[src/rtl/seg_scan_driver.sv]
// seg_scan_driver
//   Time-multiplexed scan driver that feeds a hex-to-7-segment decoder.
//   It holds a DIGITS-wide hex word and one decimal point per digit, and
//   presents one digit at a time on hex_out/dp_out. The anode selects are
//   active low. Each digit slot starts with BLANK_CYC cycles of all-dark
//   anodes to stop ghosting. Leading zeros can be blanked. A new value is
//   taken from a pending buffer only at a frame boundary, so a frame never
//   mixes old and new digits.
// Ports
//   clk, rst_n   clock (rising edge) and asynchronous active-low reset
//   value_in     hex word; digit k = value_in[4k+3:4k], digit 0 = rightmost
//   dp_in        decimal point per digit, 1 = lit
//   load_req     1-cycle strobe that captures value_in/dp_in into pending
//   blank_lz     1 = suppress leading zero digits (sampled live)
//   load_ack     1-cycle pulse when the captured data becomes visible
//   hex_out      nibble of the active digit
//   dp_out       decimal point of the active digit
//   an_n         anode selects, active low, at most one low
//   frame_tick   1-cycle pulse at each frame boundary

// Leading-zero decision for one digit position. A digit is blanked only
// when it is zero, has no decimal point, and every digit above it is
// blanked too. The top digit gets upper_blank tied high. Digit 0 is never
// blanked.
module seg_scan_digit #(
    parameter bit LSD = 1'b0
) (
    input  logic       blank_lz,
    input  logic [3:0] nib,
    input  logic       dp,
    input  logic       upper_blank,
    output logic       blank
);
    assign blank = !LSD && blank_lz && (nib == 4'h0) && !dp && upper_blank;
endmodule

module seg_scan_driver #(
    parameter int DIGITS      = 4,
    parameter int REFRESH_DIV = 50000,
    parameter int BLANK_CYC   = 16
) (
    input  logic                  clk,
    input  logic                  rst_n,
    input  logic [4*DIGITS-1:0]   value_in,
    input  logic [DIGITS-1:0]     dp_in,
    input  logic                  load_req,
    input  logic                  blank_lz,
    output logic                  load_ack,
    output logic [3:0]            hex_out,
    output logic                  dp_out,
    output logic [DIGITS-1:0]     an_n,
    output logic                  frame_tick
);
    localparam int PW = $clog2(REFRESH_DIV);
    localparam int DW = $clog2(DIGITS);
    localparam logic [PW-1:0] PRESC_LAST = PW'(REFRESH_DIV - 1);
    localparam logic [PW-1:0] BLANK_P    = PW'(BLANK_CYC);
    localparam logic [DW-1:0] DIG_LAST   = DW'(DIGITS - 1);

    typedef struct packed {
        logic [DIGITS-1:0][3:0] val;
        logic [DIGITS-1:0]      dp;
    } frame_t;

    logic [PW-1:0]     presc;
    logic [DW-1:0]     dig;
    frame_t            disp, pend;
    logic              pend_valid;
    logic              slot_end, frame_end;
    logic [DIGITS-1:0] blanked, upper;
    logic [DIGITS-1:0] an_nxt;

    assign slot_end  = (presc == PRESC_LAST);
    assign frame_end = slot_end && (dig == DIG_LAST);

    // Blanking chain, from the top digit down.
    for (genvar g = 0; g < DIGITS; g++) begin : g_lane
        if (g == DIGITS - 1) begin : g_top
            assign upper[g] = 1'b1;
        end else begin : g_mid
            assign upper[g] = blanked[g+1];
        end
        seg_scan_digit #(.LSD(g == 0)) u_dig (
            .blank_lz    (blank_lz),
            .nib         (disp.val[g]),
            .dp          (disp.dp[g]),
            .upper_blank (upper[g]),
            .blank       (blanked[g])
        );
    end

    always_comb begin
        an_nxt = '1;
        if (presc >= BLANK_P && !blanked[dig])
            an_nxt[dig] = 1'b0;
    end

    always_ff @(posedge clk or negedge rst_n) begin
        if (!rst_n) begin
            presc      <= '0;
            dig        <= '0;
            disp       <= '0;
            pend       <= '0;
            pend_valid <= 1'b0;
            load_ack   <= 1'b0;
            hex_out    <= 4'h0;
            dp_out     <= 1'b0;
            an_n       <= '1;
            frame_tick <= 1'b0;
        end else begin
            presc <= slot_end ? '0 : presc + 1'b1;
            if (slot_end)
                dig <= (dig == DIG_LAST) ? '0 : dig + 1'b1;

            // If a load arrives on the same edge as a commit, the old pending
            // data goes to the display and the new data waits for the next frame.
            if (load_req) begin
                pend.val   <= value_in;
                pend.dp    <= dp_in;
                pend_valid <= 1'b1;
            end else if (frame_end) begin
                pend_valid <= 1'b0;
            end
            if (frame_end && pend_valid)
                disp <= pend;
            load_ack <= frame_end && pend_valid;

            hex_out    <= disp.val[dig];
            dp_out     <= disp.dp[dig];
            an_n       <= an_nxt;
            frame_tick <= frame_end;
        end
    end
endmodule

[config.mk]
export PLATFORM = sky130hd
export DESIGN_NAME = seg_scan_driver
export DESIGN_NICKNAME = d
export VERILOG_FILES = /design/src/rtl/seg_scan_driver.sv
export SDC_FILE = /design/constraint.sdc
export NUM_CORES = 1
export LEC_CHECK = 0
export ABC_CLOCK_PERIOD_IN_PS = 4000
export BUFFER_PORTS_ARGS = -buffer_cell sky130_fd_sc_hd__buf_2
export CORE_UTILIZATION = 62
export CTS_CLUSTER_SIZE = 30
export DETAILED_ROUTE_END_ITERATION = 10
export GPL_ROUTABILITY_DRIVEN = 0
export PLACE_DENSITY = 0.82
export SLEW_MARGIN = 30
export SYNTH_ARGS = -nofsm -noshare
export SYNTH_HDL_FRONTEND = slang
export SYNTH_SLANG_ARGS = --single-unit
[constraint.sdc]
create_clock -name clk -period 4 [get_ports clk]
set_input_delay 0.6 -clock clk [delete_from_list [all_inputs] [get_ports clk]]
set_output_delay 0.6 -clock clk [all_outputs]
set_load 0.05 [all_outputs]
=== Yosys cells after proc, flatten, opt, wreduce, memory -nomap -nowiden ===
Cells that the tools add are included.

* Output and inout port bits: 11
* Register bits after elaboration: 70
* Bits of input ports: 24
* Word-level logic and storage cells: 59

* $lt $le $gt $ge: 3
* Reductions and logical operators: 20
* Multiplexer cells: 13
* Equality and inequality tests: 2
* Bitwise gates (word level): 1
* Add/sub/neg operators: 2

{| class="wikitable"
|+ Operator list
! operator !! count
|-
| 16-bit by 1-bit adder with 16-bit output, second input constant || 1
|-
| 16-bit == test, second input constant || 1
|-
| 16-bit by 5-bit >= comparator with 1-bit output, second input constant || 1
|-
| 16-bit two-way mux || 1
|-
| 1-bit logical AND || 12
|-
| 4-bit zero test || 3
|-
| 4-bit binary-select mux with 2-bit select || 1
|-
| 4-bit two-way mux || 2
|-
| 1-bit two-way mux || 5
|-
| 1-bit binary-select mux with 2-bit select || 2
|-
| 1-bit zero test || 4
|-
| 4-bit NOT || 1
|-
| 2-bit by 3-bit < comparator with 1-bit output, second input constant || 1
|-
| 2-bit by 1-bit adder with 2-bit output, second input constant || 1
|-
| 1-bit demux with 2-bit select || 1
|-
| 2-bit == test, second input constant || 1
|-
| 2-bit by 1-bit >= comparator with 1-bit output, second input constant || 1
|-
| 2-bit two-way mux || 1
|-
| 2-bit nonzero test || 1
|}

=== Logic depth before layout (Yosys ltp) ===
* Word-level depth: 10
* Gate-level depth with buffers: 6
* Gate-level depth less buffers: 5

=== Hierarchy ===
From an unflattened synthesis, not the netlist that was laid out.

* Cell total of the unflattened synthesis: 213
* Area total of the unflattened synthesis: 2965.3 sq um

{| class="wikitable"
|+ By module, submodules not included
! module !! seq. area each (sq um) !! instances !! cells an instance !! area each (sq um)
|-
| seg_scan_driver || 1756.7 || 1 || 202 || 2897.8
|-
| seg_scan_digit (g_lane[1].u_dig ...) || 0.0 || 3 || 3 || 18.8
|-
| seg_scan_digit (g_lane[0].u_dig) || 0.0 || 1 || 2 || 11.3
|}

=== Worst setup path after synthesis ===
Ideal clock, no wire load.

* Path kind: reg2reg
* Start: register presc[0]
* End: register disp[0] (netlist name)
* Setup time: 0.125 ns
* Stages on the path, launching flop included: 7
* Data arrival time: 1.637 ns
* Period minus slack after synthesis: 1.762 ns
* Path slack: 2.238 ns
* Buffers on the path: 1
* Data required time: 3.875 ns
* Cell sequence: dfrtp_1 -> ha_1 -> and4_1 -> nand4_2 -> nor2_4 -> buf_6 -> mux2_2

* Cells in the longest elaborated chain, start to end: 3

{| class="wikitable"
|+ Ends and longest elaborated chain
! item !! RTL line !! text
|-
| start, declared || 65 || <nowiki>logic [PW-1:0] presc;</nowiki>
|-
| start signal, assigned || 111 || <nowiki>presc <= slot_end ? '0 : presc + 1'b1;</nowiki>
|-
| 16-bit == test || 73 || <nowiki>assign slot_end = (presc == PRESC_LAST);</nowiki>
|-
| 1-bit logical AND || 74 || <nowiki>assign frame_end = slot_end && (dig == DIG_LAST);</nowiki>
|-
| 1-bit logical AND || 124 || <nowiki>if (frame_end && pend_valid)</nowiki>
|}

No other way between the ends.
A chain may end at the register's enable or synchronous reset.

=== Final worst setup path ===
* Start: register presc[0]
* End: register disp[16] (netlist name)

* Cells in the longest elaborated chain, start to end: 3

{| class="wikitable"
|+ Ends and longest elaborated chain
! item !! RTL line !! text
|-
| 16-bit == test || 73 ||
|-
| 1-bit logical AND || 74 ||
|-
| 1-bit logical AND || 124 ||
|-
| end signal, assigned || 125 || <nowiki>disp <= pend;</nowiki>
|-
| end, declared || 67 || <nowiki>frame_t disp, pend;</nowiki>
|}

No other way between the ends.

==> metrics <==
status finished clean; DP HPWL 3680 µm; routed len/inst 17.3 µm; Via density 5.74; Synth Warn # 0; Fmax 455 MHz; CP Launch Type flop; Netlist cell types 31; Fin. Hold Viols 0; ys flop type dfrtp_1; ratio of final minimum period to clock period a little over half; CP cell instances ha_1, and4_1, nand4_2, nor2_4, mux2_2; post-route insts no fill 317; setup slack, reg-to-reg 1.80 ns; global-route wire length before repair 9570 µm; initial antenna violation count 0; Post-synth EDFFs 0; root buf cell clkbuf_8; Max VDD drop 0.375 mV; IO Count 35; Core ar. 0.00469 mm²; DR iter-0 viols 138; CP Capture Type flop; drt total wl 5490 µm; Slew headroom between 60% and 70%; CP Buf/Inv Count 0; hold slack 0.237 ns; Pwr Total ~1400 µW; worst clock skew between 0.007 and 0.008 ns; vias in the first global route 1949; critical path required time approximately 4.2 ns; largest net degree at the start of global routing 47; DRC Markers 0; synthesized area per cell 13.8 µm²; R2R cell count 5; Sink Count 70; Post-DP Area 0.00322 mm²; clock buffer depth 2; crit path launch presc[0]; Area growth syn-to-layout 14.6%; Routed Antenna Nets 0; Die X 71.7 µm; sequential area share after synthesis slightly below 60%; nets 288; Syn Nets about 250; Power Dens Cells 418 mW/mm²; GR Util All Layers 25.4%; ant diodes 0; Clock Latency Late Sink 0.35 ns; initial core utilization 64.3%; CTS H-tree depth 3; Setup Crit Path Kind reg -> reg; class of the worst hold path in -> async; crit path DAT ~2.4 ns; CTS tree yes; unrepaired setup endpoints after global routing false; max incr delay on CP between 0.5 and 0.6 ns; postcts setup bufs 0; Die ar. 0.00515 mm²; Max Cap Violations 0; CTS Hold Bufs 0; die height 71.7 µm; Async S/R FF share, synth 100%; design area roughly 0.0035 mm²; crit-path max FO 20; number of CTS-inserted buffers 9; worst-path cell with the longest stage delay nor2_4; DR vias approximately 1800; reg-to-reg endpoint disp[16]; worst slew pin tran 0.561 ns; CP top delay family simple AND/OR/NAND/NOR gates; endpoints failing setup 0; gr ovfl total 0; post-synthesis register bit count 70; post-CTS sizing 0; cell count after synthesis approximately 220; post-layout min period 2.20 ns; CP endpoint disp[16]; leakage dissipation 0.00164 µW; Setup TNS Final 0 ns; max-slew violation count 0; mapped cell area 0.00302 mm²; Worst R2R Start presc[0]; Fillers 326; layout cells sized above 1 40.3%; Port Buffers 34; Cells after DPL around 300; first-pass iteration count of the detailed router 5; critical path depth 5; std cell rows 25; Clk pin slew, worst setup/hold paths around 0.08 ns
==> power by group <==
| part | switching (µW) | internal [µW] |
|---|---|---|
| Clock | 267 | 385 |
| Combinational | 24.7 | 27.6 |
| Sequential | 11.1 | 728 |
| Total | 303 | 1140 |
==> cell usage after synthesis, types with 2 or more instances <==
cell / n / area, µm²
dfrtp_1: 66 / 1650
mux2_2: 41 / 462
nand3_1: 13 / 65.1
nor2_1: 9 / 33.8
nand2_1: 8 / 30.0
xor2_1: 8 / 70.1
ha_1: 6 / 75.1
inv_1: 6 / 22.5
nand4_1: 6 / 37.5
nor3_1: 6 / 30.0
mux4_2: 5 / 113
xnor2_1: 5 / 43.8
and4_1: 4 / 35.0
clkbuf_1: 4 / 15.0
dfstp_2: 4 / 105
nor4_1: 4 / 25.0
buf_6: 3 / 33.8
o21ai_0: 3 / 15.0
and2_1: 2 / 12.5
nor4_4: 2 / 42.5
or3_1: 2 / 12.5
or4_1: 2 / 15.0
==> cells in the final DEF (no fill, tap or decap), types with 4 or more instances in the layout <==
cell      Yosys  routed
inv_1         6       6
clkbuf_8      0      11
nor2_1        9       9
xor2_1        8       8
ha_1          6       6
mux4_2        5       5
dfrtp_1      66      66
buf_2         0      33
nor4_1        4       4
and4_1        4       4
nand3_1      13      13
nor3_1        6       6
xnor2_1       5       5
nand4_1       6       6
mux2_2       41      41
nand2_1       8       8
dfstp_2       4       4
==> worst min path at each step <==
stage / end / start / slack [ns] / cells after the start
finish: hex_out[2] / rst_n / 0.24 / 1
global route: hex_out[2] / rst_n / 0.28 / 1
CTS: pend[6] / rst_n / 0.43 / 1
detailed placement: pend[1] / pend[1] / 0.49 / 1
global placement: disp[5] / disp[5] / 0.49 / 1
floorplan: dig[0] / rst_n / 0.30 / 0
==> worst register-to-register path, stage by stage, from the launching register on <==
cell and delay (ns):
dfrtp_1 0.43, ha_1 0.29, and4_1 0.22, nand4_2 0.20, nor2_4 0.52, mux2_2 0.42
==> metal layers <==
layer	share of wire, %	GRT usage, %	vias up
li1	-	-	858
met1	43	32.3	910
met2	51	42.1	41
met3	3.3	5.63	9
met4	2.1	11.1	0
met5	0	0	-
==> per-stage QoR <==
step                utilization [%]  setup slack (ns)
finish                         73.6              1.80
global placement               68.6              1.91
CTS                            73.6              1.80
floorplan                         -              2.24
global route                   73.6              1.62
detailed placement             68.6              1.82
==> kinds of logic (layout without fill, tap and decap cells) <==
kind of cell               Yosys count  in the layout  share of synthesized area (%)
DFF                                 70             70                           58.3
and+or+nand+nor                     65             65                           13.1
xor gates and xnor gates            13             13                           3.78
adders and majority gates            6              6                           2.49
buffers and inverters               13             58                           2.36
AOI/OAI and AO/OA                    5              5                          0.954
muxes                               46             46                           19.0
==> sequential cells by signal, indices dropped and copies added, names as in the netlist <==
| name | flops |
|---|---|
| an_n | 4 |
| dig | 2 |
| disp | 20 |
| dp_out | 1 |
| frame_tick | 1 |
| hex_out | 4 |
| load_ack | 1 |
| pend | 20 |
| pend_valid | 1 |
| presc | 16 |
==> area by class of cell <==
| type | count | area [µm²] | area share [%] |
|---|---|---|---|
| flip-flops and latches | 70 | 1760 | 50.9 |
| inverters | 6 | 22.5 | 0.652 |
| clock buffers | 11 | 151 | 4.38 |
| clock inverters | 5 | 81.3 | 2.35 |
| well taps | 54 | 67.6 | 1.96 |
| multi-input cells | 135 | 1190 | 34.4 |
| repair buffers | 36 | 188 | 5.43 |
Power figures use the tool's default switching activity.
